$ cat src/rtl/prbs_predict.sv
// Combinational PRBS word predictor: extends the last POL_W received bits
// by DW new bits, oldest bit in pred_o[DW-1], newest in pred_o[0].
module prbs_predict #(
  parameter logic [31:0] POL_MASK = 32'h0000_00C0,
  parameter int          POL_W    = 7,
  parameter int          DW       = 16
) (
  input  logic [POL_W-1:0] s_i,
  output logic [DW-1:0]    pred_o
);

  localparam logic [POL_W:0] TAPS = POL_MASK[POL_W:0];

  logic [DW+POL_W-1:0] win;

  // Each new bit depends only on older (higher-index) bits, so a single
  // descending pass resolves the whole word.
  always_comb begin
    win = {s_i, {DW{1'b0}}};
    for (int i = DW - 1; i >= 0; i--) begin
      win[i] = ^(win[i +: POL_W+1] & TAPS);
    end
    pred_o = win[DW-1:0];
  end

endmodule

$ cat config.mk
export PLATFORM = sky130hd
export DESIGN_NAME = prbs_predict
export DESIGN_NICKNAME = d
export VERILOG_FILES = /design/src/rtl/prbs_predict.sv
export SDC_FILE = /design/constraint.sdc
export NUM_CORES = 1
export LEC_CHECK = 0
export CAP_MARGIN = 20
export CORE_AREA = 3 3 40 42
export DETAILED_ROUTE_END_ITERATION = 7
export DIE_AREA = 0 0 43 45
export SLEW_MARGIN = 20
export SYNTH_ARGS = -nofsm -noshare
export SYNTH_HDL_FRONTEND = slang
export SYNTH_SLANG_ARGS = --single-unit
$ cat constraint.sdc
create_clock -name vclk -period 1.2
set_input_delay 0.3 -clock vclk [all_inputs]
set_output_delay 0.3 -clock vclk [all_outputs]
set_load 0.02 [all_outputs]
==> results_dict.tcl <==
set metrics [dict create \
    outcome "complete, but fails checks" \
    violations "setup timing" \
    grt_usage_pct 7.02 \
    yosys-top-cells-area "xor2_1, xnor2_1, xor2_2, buf_2, inv_1" \
    postLayoutSetupSlackWorst_ns -0.0864 \
    stdcell_area_um2 547 \
    start_kind "input pin" \
    fillers 136 \
    drt_wl_total_um 683 \
    dp_hpwl_um 510 \
    hold_class "in2out" \
    drt-vias-per-instance 3.77 \
    syn_avg_cell_area_um2 8.69 \
    rsz0062_at_grt "yes" \
    fin_crit_ns 1.29 \
    clkbuf_count 0 \
    whs_ns 0.936 \
    power_uw 382 \
    slew_violations 0 \
    relSlewSlack_pct 81.2 \
    power_density_nw_per_um2 698 \
    syn-cell-area_um2 165 \
    drc_errors 0 \
    initial_core_util_pct 12.9 \
    dieHeight_um 45 \
    setup_viol 5 \
    design.seq.count 0 \
    row_count 13 \
    netlist.area_leader.share_pct 53.0 \
    grt_max_degree 5 \
    overflow 0 \
    core_area_um2 1280 \
    use_met3_pct 1.20 \
    end_kind "output pin" \
    layout-drive-gt1-share_pct 83.0 \
    routedWlPerCell_um 11.0 \
    antenna_cells 0 \
    drv_cap 0 \
    syn-num-nets 26 \
    grt_pass1_wl_um 1080 \
    regArea_um2 0 \
    gp_congestion 0.641 \
    use_met2_pct 13.5 \
    grt_pass1_vias 250 \
    syn2layout_area_growth_pct 231 \
    critPathKind "in2out" \
    ys_types 5 \
    cp_max_fo 4 \
    dp_worst_setup_slack_ns -1.09 \
    first_pass_iters 1 \
    ant_nets 0 \
    dr.first_iter.drc_count 0 \
    ys_seq_area_share_pct 0 \
    layout.nets 56 \
    io_buffers 23 \
    vias 234 \
    busiest_layer "met2" \
    period_share_pct 107 \
    gr-usage-met1_pct 8.78 \
    grt_antenna_before_repair 0 \
    yosys.area.top_type "xor2_1" \
    boundaryPins 23 \
    vdd_drop_max_v 0.000223 \
    worst_pin_slew_ns 0.281 \
    die-area_um2 1940 \
    holdBufCountCts 0 \
    placed_area_um2 508 \
    p_leak_nw 0.265 \
    max_freq_ghz 0.777 \
    ys_warn_count 0 \
    netlist_instances 19 \
    die_w_um 43 \
    arrival_ns 0.99 \
    crit_required_ns 0.90 \
    final_hold_viol_count 0 \
]
[synth_stat cells, drive strengths merged]
cell type   n
inv         1
xor2       11
buf         1
xnor2       6
[report_power, final]
part | internal [mW] | switching (mW) | leakage, nW | total [mW]
Combinational | 0.193 | 0.188 | 0.265 | 0.382
Clock | 0 | 0 | 0 | 0
Sequential | 0 | 0 | 0 | 0
[layout make-up]
| class | count | area, µm² | area share (%) |
|---|---|---|---|
| Inverter | 1 | 3.75 | 0.686 |
| Tap cell | 15 | 18.8 | 3.43 |
| Multi-Input combinational cell | 17 | 258 | 47.1 |
| Timing Repair Buffer | 29 | 267 | 48.7 |
[critical path, cell delays in order]
cell and delay (ns):
buf_8 0.11, xnor2_4 0.27, xnor2_2 0.15, buf_4 0.16
[timing repair]
item | in CTS | in global routing
resized for setup | 115 | 21
setup endpoints to repair | 16 | 15
buffers inserted | 3 | 0
pin swaps | 8 | 7
[per-stage QoR]
stage | std cells | utilization (%) | setup TNS (ns)
floorplan | 19 | - | -0.0147
global placement | 61 | 39.5 | -14.79
detailed placement | 61 | 39.5 | -14.89
CTS | 63 | 40.1 | -0.650
global route | 62 | 42.6 | -0.496
finish | 62 | 42.6 | -0.282
[layout by cell type (no fill, tap or decap)]
master and n:
buf_12 2, xnor2_4 1, buf_4 16, inv_1 1, buf_8 2, xor2_4 2
xnor2_2 5, buf_6 5, xor2_1 7, buf_2 4, xor2_2 2
[layer usage]
| metal | up-vias | share of wire (%) |
|---|---|---|
| met4 | 0 | 0 |
| met3 | 0 | 15 |
| met1 | 104 | 37 |
| met2 | 19 | 48 |
| li1 | 111 | - |
| met5 | - | 0 |
[kinds of logic after synthesis]
family / after synthesis / share of synthesized area [%]
buffers and inverters: 2 / 5.30
XOR/XNOR: 17 / 94.7
[path summary, 6_finish.rpt]
check | start | to | slack [ns] | cells past startpoint
setup / recovery | s_i[6] | pred_o[3] | -0.09 | 4
hold / removal | s_i[4] | pred_o[8] | 0.94 | 3
(Power assumes the default switching activity.)
